--- src/rtl/tdm_num_detector.sv ---
`timescale 1ns / 1ps
`default_nettype none
// ============================================================================
//  Module   : tdm_num_detector
//  Purpose  : Measures the I2S/TDM frame length in BCLK cycles by oversampling
//             the external BCLK/LRCK pins. It reports the frame length as a
//             slot-count code (1=2, 2=4, 3=8, 4=16 slots) once enough
//             consecutive identical frames have been seen.
//  Revision : 1.0 - initial release
// ============================================================================
module tdm_num_detector #(
  parameter int SLOT_BITS   = 32,
  parameter int LOCK_FRAMES = 2
) (
  input  logic       clk,
  input  logic       rst_n,
  input  logic       i2s_bclk,
  input  logic       i2s_lrck,
  input  logic       enable,
  output logic [3:0] tdm_num,
  output logic       locked,
  output logic       update,
  output logic       err
);

  // Frame lengths (in BCLK cycles) that map to a legal slot code.
  localparam logic [9:0] c_LEN_2   = 10'(2 * SLOT_BITS);
  localparam logic [9:0] c_LEN_4   = 10'(4 * SLOT_BITS);
  localparam logic [9:0] c_LEN_8   = 10'(8 * SLOT_BITS);
  localparam logic [9:0] c_LEN_16  = 10'(16 * SLOT_BITS);
  localparam logic [9:0] c_CNT_MAX = 10'd1023;
  localparam logic [3:0] c_LOCK    = 4'(LOCK_FRAMES);

  typedef enum logic [1:0] {
    S_IDLE    = 2'd0,
    S_SEARCH  = 2'd1,
    S_MEASURE = 2'd2
  } state_t;

  state_t     r_state;

  logic       r_bclk_s1;
  logic       r_bclk_s2;
  logic       r_bclk_d;
  logic       r_lrck_s1;
  logic       r_lrck_s2;
  logic       r_lr_prev;

  logic [9:0] r_bit_cnt;
  logic [3:0] r_cand;
  logic [3:0] r_match_cnt;

  logic       w_bclk_rise;
  logic       w_frame_start;
  logic [3:0] w_code;
  logic       w_code_valid;
  logic [3:0] w_match_next;

  // Pin synchronizers, BCLK edge-detect flop and the per-BCLK LRCK sample.
  // These keep running while disabled so that re-enabling sees a true LRCK edge.
  always_ff @(posedge clk or negedge rst_n) begin
    if (!rst_n) begin
      r_bclk_s1 <= 1'b0;
      r_bclk_s2 <= 1'b0;
      r_bclk_d  <= 1'b0;
      r_lrck_s1 <= 1'b0;
      r_lrck_s2 <= 1'b0;
      r_lr_prev <= 1'b0;
    end else begin
      r_bclk_s1 <= i2s_bclk;
      r_bclk_s2 <= r_bclk_s1;
      r_bclk_d  <= r_bclk_s2;
      r_lrck_s1 <= i2s_lrck;
      r_lrck_s2 <= r_lrck_s1;
      if (w_bclk_rise) begin
        r_lr_prev <= r_lrck_s2;
      end
    end
  end

  assign w_bclk_rise   = r_bclk_s2 & ~r_bclk_d;
  assign w_frame_start = w_bclk_rise & r_lrck_s2 & ~r_lr_prev;

  // Classify the length of the frame that just ended; the count is read before
  // it restarts, so r_bit_cnt is the completed frame length here.
  always_comb begin
    w_code       = 4'd0;
    w_code_valid = 1'b0;
    if (r_bit_cnt == c_LEN_2) begin
      w_code       = 4'd1;
      w_code_valid = 1'b1;
    end else if (r_bit_cnt == c_LEN_4) begin
      w_code       = 4'd2;
      w_code_valid = 1'b1;
    end else if (r_bit_cnt == c_LEN_8) begin
      w_code       = 4'd3;
      w_code_valid = 1'b1;
    end else if (r_bit_cnt == c_LEN_16) begin
      w_code       = 4'd4;
      w_code_valid = 1'b1;
    end
  end

  // Run length of identical codes, saturating at the lock threshold.
  // r_cand resets to 0, which never equals a legal code.
  always_comb begin
    w_match_next = 4'd1;
    if (w_code == r_cand) begin
      w_match_next = (r_match_cnt >= c_LOCK) ? c_LOCK : (r_match_cnt + 4'd1);
    end
  end

  // Detector FSM with frame counter and registered result/pulse outputs.
  always_ff @(posedge clk or negedge rst_n) begin
    if (!rst_n) begin
      r_state     <= S_IDLE;
      r_bit_cnt   <= 10'd0;
      r_cand      <= 4'd0;
      r_match_cnt <= 4'd0;
      tdm_num     <= 4'd1;
      locked      <= 1'b0;
      update      <= 1'b0;
      err         <= 1'b0;
    end else begin
      update <= 1'b0;
      err    <= 1'b0;
      if (!enable) begin
        // Disable wins over any frame_start in the same cycle; the last
        // reported code is kept for software to read.
        r_state     <= S_IDLE;
        r_bit_cnt   <= 10'd0;
        r_cand      <= 4'd0;
        r_match_cnt <= 4'd0;
        locked      <= 1'b0;
      end else begin
        case (r_state)
          S_IDLE: begin
            r_state <= S_SEARCH;
          end

          S_SEARCH: begin
            // The first frame start has no known predecessor; it only aligns the counter.
            if (w_frame_start) begin
              r_bit_cnt <= 10'd1;
              r_state   <= S_MEASURE;
            end else if (w_bclk_rise && (r_bit_cnt != c_CNT_MAX)) begin
              r_bit_cnt <= r_bit_cnt + 10'd1;
            end
          end

          S_MEASURE: begin
            if (w_frame_start) begin
              r_bit_cnt <= 10'd1;
              if (w_code_valid) begin
                r_cand      <= w_code;
                r_match_cnt <= w_match_next;
                // Re-confirming the same code while locked is silent; a new
                // code or a relock after loss reports once.
                if ((w_match_next == c_LOCK) && (!locked || (w_code != tdm_num))) begin
                  tdm_num <= w_code;
                  locked  <= 1'b1;
                  update  <= 1'b1;
                end
              end else begin
                err         <= 1'b1;
                locked      <= 1'b0;
                r_match_cnt <= 4'd0;
              end
            end else if (r_bit_cnt == c_CNT_MAX) begin
              // LRCK has stopped; the counter stays saturated in SEARCH so
              // the timeout fires only once.
              err         <= 1'b1;
              locked      <= 1'b0;
              r_match_cnt <= 4'd0;
              r_state     <= S_SEARCH;
            end else if (w_bclk_rise) begin
              r_bit_cnt <= r_bit_cnt + 10'd1;
            end
          end

          default: begin
            r_state <= S_IDLE;
          end
        endcase
      end
    end
  end

endmodule
`default_nettype wire

--- config.mk ---
export PLATFORM = sky130hd
export DESIGN_NAME = tdm_num_detector
export DESIGN_NICKNAME = d
export VERILOG_FILES = /design/src/rtl/tdm_num_detector.sv
export SDC_FILE = /design/constraint.sdc
export NUM_CORES = 1
export LEC_CHECK = 0
export CORE_MARGIN = 3
export CORE_UTILIZATION = 58
export DETAILED_ROUTE_END_ITERATION = 16
export PLACE_DENSITY_LB_ADDON = 0.2
export REMOVE_ABC_BUFFERS = 1
export SYNTH_ARGS = -nofsm -noshare
export SYNTH_HDL_FRONTEND = slang
export SYNTH_SLANG_ARGS = --single-unit
export TNS_END_PERCENT = 10
--- constraint.sdc ---
create_clock -name clk -period 3.1 [get_ports clk]
set_clock_uncertainty 0.05 [all_clocks]
set_input_delay 0.93 -clock clk [delete_from_list [all_inputs] [get_ports clk]]
set_output_delay 0.93 -clock clk [all_outputs]
set_load 0.01 [all_outputs]
==> summary.txt, run 1 <==
STA
  • Setup TNS: 0 ns
  • Slew HR: 58.7%
  • RSZ-0062 raised after global routing: no
  • Slew at the pin with the worst max-slew slack: 0.616 ns
  • Period utilization: about four fifths
  • Number of hold violations in the final report: 0
  • Max frequency: a little under 400 MHz
  • Final Max Slew Viols: 0
  • Min Hold Slack: between 0.3 and 0.4 ns
  • Setup-failing EPs final: 0
  • Final worst path period need: 2.54 ns

Route
  • # DRC: 0
  • Drt total wl: 3170 um
  • Vias per cell: 6.15
  • Detailed-route via count: 1298
  • Wirelength per Cell: 15.0 um
  • Iter 0 DRT Violations: 52
  • First-pass DRT Iterations: 4
  • Antenna Nets Post-Route: 0

Global routing
  • Initial antenna violation count: 0
  • Largest net degree at the start of global routing: 32
  • First-pass GRT wire length: 5380 um
  • Global Route Usage Sum: 20.0%
  • Vias in the first global route: 1222
  • Gr ovfl total: 0

Power
  • Switch share: 23.7%
  • Int Power: 537 uW
  • P per Cell Area: 364 nW/um^2
  • Switching power: 167 uW
  • Leakage power: ~0.00088 uW
  • Combinational share of power: 6.8%
  • Worst-case vdd ir drop: 0.307 mV
  • Sequential share of power: about 59%
  • Clock share of power: 34.0%

CTS
  • CTS tree: done
  • # H-tree levels: 2
  • Hold Buf Count CTS: 0
  • TritonCTS Sinks: 31
  • Root Driver: clkbuf_4
  • Setup bufs post-CTS: 0
  • Clock Latency Late Sink: 0.33 ns
  • Cts bufs inserted: 5
  • Post_cts resized: 0
  • CTS clk-pin slew, worst paths: 0.09 ns
  • Clk buf depth: 2

Run status
  • Status: complete, no violations

Flow run
  • Max Cap Viol: 0

Finish
  • Layout area overhead: 9.66%
  • N_diodes: 0
  • Final std cells w/o fill: ~210
  • Final Instance Area: 1930 um^2
  • Fin nets: 189
  • Share of layout cells above drive strength 1: around an eighth

Setup path
  • CP max FO: 7
  • Crit end category: register
  • Critical path startpoint category: register
  • CP Data Arrival Time: 2.71 ns
  • CP Class: register to register
  • Worst EP required: between 3 and 4 ns

Placed design
  • DP Area: 1880 um^2
  • # port buffers: 10
  • Placed Cells: around 200
  • DPL Wire Length: 2330 um
  • GP Congestion: about 0.8

Logic synthesis
  • EDFF count, synth: 0
  • Post-synth top area share: 42.6%
  • Area leader, netlist: dfrtp_1
  • Yosys cell types: 54
  • Synth Instances: 168
  • Avg Cell Area, Syn: ~10 um^2
  • Mapped Area: 1760 um^2
  • Prevailing post-synth register cell: dfrtp_1
  • #FFs+latches synth: 31
  • Post-synth ARST share: between 90% and 100%
  • Sequential area share after synthesis: between 40 and 50%
  • Top cells by area, synth: dfrtp_1 43%, xor2_1 5.5%, ha_1 2.8%
  • Count leader, synth: dfrtp_1
  • Post-synth top cells: 30 x dfrtp_1, 13 x nand2_1, 13 x nor2_1
  • Yosys warns: 0

Floorplan
  • Num rows: 19
  • Die area: 3730 um^2
  • Core footprint: 2830 um^2
  • Chip height: 61.1 um
  • Starting Density: 62.3%
  • IO Pins: 12
  • Die W: approximately 60 um

Hold path
  • Hold Crit Class: register to register
-- registers in the layout (all words and copies together) (netlist names) --
register and flops:
err 1, locked 1, r_bclk_d 1, r_bclk_s1 1, r_bclk_s2 1, r_bit_cnt 10, r_cand 3, r_lr_prev 1
r_lrck_s1 1, r_lrck_s2 1, r_match_cnt 4, r_state 2, tdm_num 3, update 1
-- critical path, stage by stage, from the launching register on --
cell     delay [ns]
dfrtp_1        0.46
inv_1          0.12
ha_1           0.18
nor4b_4        0.37
nor3b_4        0.39
xnor2_1        0.18
o21ai_2        0.12
nor3_2         0.22
mux2_1         0.34
-- routing by layer --
layer / wire length [um] / global-route usage (%) / up-vias
li1: - / - / 631
met1: 1360 / 23.9 / 623
met2: 1590 / 32.9 / 37
met3: 136 / 4.40 / 7
met4: 78 / 12.1 / 0
met5: 0 / 0 / -
-- power groups by stage --
stage | registers [uW] | clock network (uW) | logic (uW)
6_report | 417 | 239 | 47.6
5_1_grt | 418 | 266 | 53.1
4_1_cts | 417 | 246 | 48.2
3_5_place_dp | 425 | 0 | 48.1
3_3_place_gp | 424 | 0 | 46.3
2_1_floorplan | 423 | 0 | 25.6
-- through the flow --
| stage | power [uW] | util [%] | setup WS [ns] |
|---|---|---|---|
| final | 704 | 68.3 | 0.564 |
| after global routing | 737 | 68.3 | 0.373 |
| after CTS | 711 | 68.3 | 0.552 |
| after detailed placement | 473 | 66.3 | 0.434 |
| after global placement | 470 | 66.3 | 0.491 |
| after floorplan | 449 | - | 0.817 |
-- layout make-up --
cell class,count,area [um^2]
Clock buffer,6,51.3
Clock inverter,1,5.00
Fill cell,232,897
Inverter,4,15.0
Multi-Input combinational cell,126,930
Sequential cell,31,777
Tap cell,31,38.8
Timing Repair Buffer,12,115
-- cell usage in the layout (no fill, tap or decap), drive strengths merged, types with 2 or more instances in the layout --
master / netlist / layout
and3: 5 / 5
nor3: 4 / 4
nor2b: 4 / 4
o21ai: 4 / 4
nor4b: 7 / 7
mux2: 3 / 3
a21o: 2 / 2
o21a: 2 / 2
dfrtp: 30 / 30
nand4: 6 / 6
nor2: 13 / 13
inv: 4 / 4
and2: 2 / 2
ha: 4 / 4
xnor2: 4 / 4
o41a: 2 / 2
clkdlybuf4s50: 0 / 10
nand2b: 3 / 3
a211oi: 3 / 3
nand2: 13 / 13
xor2: 11 / 11
mux2i: 2 / 2
nor3b: 3 / 3
nand3: 6 / 6
a21oi: 6 / 6
buf: 6 / 2
clkbuf: 1 / 6
-- kinds of logic (layout without fill, tap and decap cells) --
kind of cell / count (synthesis) / in the layout / share of synthesized area (%)
other cells: 1 / 1 / 0.213
compound gates: 30 / 30 / 12.7
fa+ha+maj: 4 / 4 / 2.84
simple gates: 71 / 71 / 26.5
buf+inv: 11 / 23 / 3.12
mux: 5 / 5 / 3.05
xor+xnor: 15 / 15 / 7.46
flops: 31 / 31 / 44.1
-- path summary, 6_finish.rpt --
kind                              start    endpoint  slack [ns]  depth (start not counted)
min reg2reg                   r_bclk_s1   r_bclk_s2        0.31                          0
max reg2reg                r_bit_cnt[0]  tdm_num[1]        0.56                          8
min in group asynchronous         rst_n  tdm_num[1]        0.93                          2
max in group asynchronous         rst_n  tdm_num[0]        1.76                          2
max                        r_bit_cnt[0]  tdm_num[1]        0.56                          8
min                           r_bclk_s1   r_bclk_s2        0.31                          0
Power figures use the tool's default switching activity.
==> inputs of run 2 (changes only) <==
Clock period 3.1 ns to 2.5 ns, I/O delays scaled along.
==> summary.txt, run 2 (synthesis gave the netlist of run 1 again) <==
Global routing
  • Global Route Usage Sum: 20.6%
  • Largest net degree at the start of global routing: 32
  • Vias in the first global route: 1316
  • Initial antenna violation count: 0
  • First-pass GRT wire length: 5590 um
  • Gr ovfl total: 0

STA
  • Slew at the pin with the worst max-slew slack: 0.560 ns
  • Setup-failing EPs final: 0
  • Final worst slack: roughly 0.19 ns
  • Period utilization: 92.3%
  • Setup TNS: 0 ns
  • Slew HR: 62.3%
  • Number of hold violations in the final report: 0
  • Final worst path period need: between 2 and 2.5 ns
  • Max frequency: 433 MHz
  • Final Max Slew Viols: 0

CTS
  • Hold Buf Count CTS: 0
  • # H-tree levels: 2
  • CTS tree: done
  • Cts bufs inserted: 5
  • Clock Latency Late Sink: 0.35 ns
  • CTS clk-pin slew, worst paths: 0.09 ns
  • Clk buf depth: 2
  • TritonCTS Sinks: 31
  • Root Driver: clkbuf_4

Finish
  • Most common cell after layout, fill and taps aside: dfrtp_1
  • Layout area overhead: 16.3%
  • Largest Register: r_bit_cnt
  • Most frequent cells in the layout: 30 x dfrtp_1, 14 x buf_4, 13 x nand2_1, 13 x nor2_1, 11 x xor2_1
  • Share of layout cells above drive strength 1: 18.7%
  • N_diodes: 0
  • Fillers: 212
  • Largest register FFs: 10
  • Largest regs: r_bit_cnt: 10 flops, r_match_cnt: 4 flops
  • Final std cells w/o fill: approximately 220
  • Fin nets: between 200 and 250
  • Final Instance Area: 2050 um^2

Floorplan
  • Die W: 61.1 um
  • Chip height: 61.1 um
  • IO Pins: 12
  • Num rows: 19
  • Starting Density: 62.3%
  • Core footprint: 2830 um^2
  • Die area: 3730 um^2

Placed design
  • Placed Cells: 215
  • DPL Wire Length: 2370 um
  • DP Area: 1960 um^2
  • # port buffers: 10
  • GP Congestion: 0.811
  • Pre-CTS WS: 0.0793 ns

Hold path
  • Hold Crit Class: register to register

Setup path
  • Crit end category: register
  • Critical path startpoint category: register
  • CP max FO: 6
  • Worst EP required: 2.67 ns
  • CP Class: register to register
  • CP Data Arrival Time: 2.48 ns

Route
  • Drt total wl: ~3200 um
  • Wirelength per Cell: about 14 um
  • Vias per cell: 5.96
  • # DRC: 0
  • Iter 0 DRT Violations: 66
  • First-pass DRT Iterations: 4
  • Detailed-route via count: 1335
  • Antenna Nets Post-Route: 0

Power
  • Design Power: just over 900 uW
  • Leakage power: 0.000943 uW
  • Worst-case vdd ir drop: 0.375 mV
  • P per Cell Area: roughly 450 nW/um^2

Flow run
  • Max Cap Viol: 0

Run status
  • Status: complete, no violations
-- run 2: cell types whose count changed in the layout (fill, tap and decap cells not counted) --
cell,previous run,this run
clkinvlp_4,0,1
buf_4,2,14
a21oi_2,0,1
o221ai_1,1,0
o221ai_2,0,1
clkinv_2,1,0
a21oi_1,6,5
clkbuf_8,1,2
-- run 2: power breakdown --
part / total, uW / switching, uW / internal [uW]
Clock: 343 / 179 / 164
Sequential: 516 / 6.25 / 510
Combinational: 65.2 / 35.3 / 29.9
-- run 2: final cells by class --
class                      count  area [um^2]  share of cell area, %
multi-input combinational    126          940                   45.9
sequential                    31          777                   37.9
timing repair buffer          24          205                   10.0
clock buffer                   7         65.1                   3.18
tap                           31         38.8                   1.89
inverter                       4         15.0                  0.733
clock inverter                 1         7.51                  0.367
-- run 2: worst paths after layout --
check,from,endpoint,slack [ns],depth (start not counted)
max,r_bit_cnt[1],tdm_num[1],0.19,8
min,r_lrck_s1,r_lrck_s2,0.31,0
max reg2reg,r_bit_cnt[1],tdm_num[1],0.19,8
min reg2reg,r_lrck_s1,r_lrck_s2,0.31,0
max in group asynchronous,rst_n,tdm_num[0],1.35,2
min in group asynchronous,rst_n,r_bit_cnt[9],0.73,2
-- run 2: through the flow --
stage	util (%)	hold slack, ns
finish	72.4	0.306
global route	72.4	0.313
CTS	71.8	0.309
detailed placement	69.2	0.288
global placement	69.2	0.283
floorplan	-	0.281
-- run 2: metal layers --
layer	vias up	global-route usage [%]	wire (um)
met3	7	4.61	116
met1	642	23.1	1410
met5	-	0	0
met2	28	35.8	1640
li1	658	-	-
met4	0	11.5	70
-- run 2: timing repair --
action,4_1_cts,5_1_grt
endpoints found under the hold margin,0,0
resized for setup,0,2
buffers inserted,0,1
endpoints found under the setup margin,0,3
-- run 2: critical path, stage by stage, from the launching register on --
cell	delay (ns)
dfrtp_1	0.43
inv_1	0.12
ha_1	0.16
nor4b_4	0.17
buf_4	0.18
nor4b_4	0.25
nand3_2	0.19
nor3_2	0.29
mux2_1	0.36
==> inputs of run 3 (changes only) <==
Settings changed: SKIP_LAST_GASP set to 1.
==> results of run 3 <==
The final DEF is identical to that of run 2; final timing and power are the same.
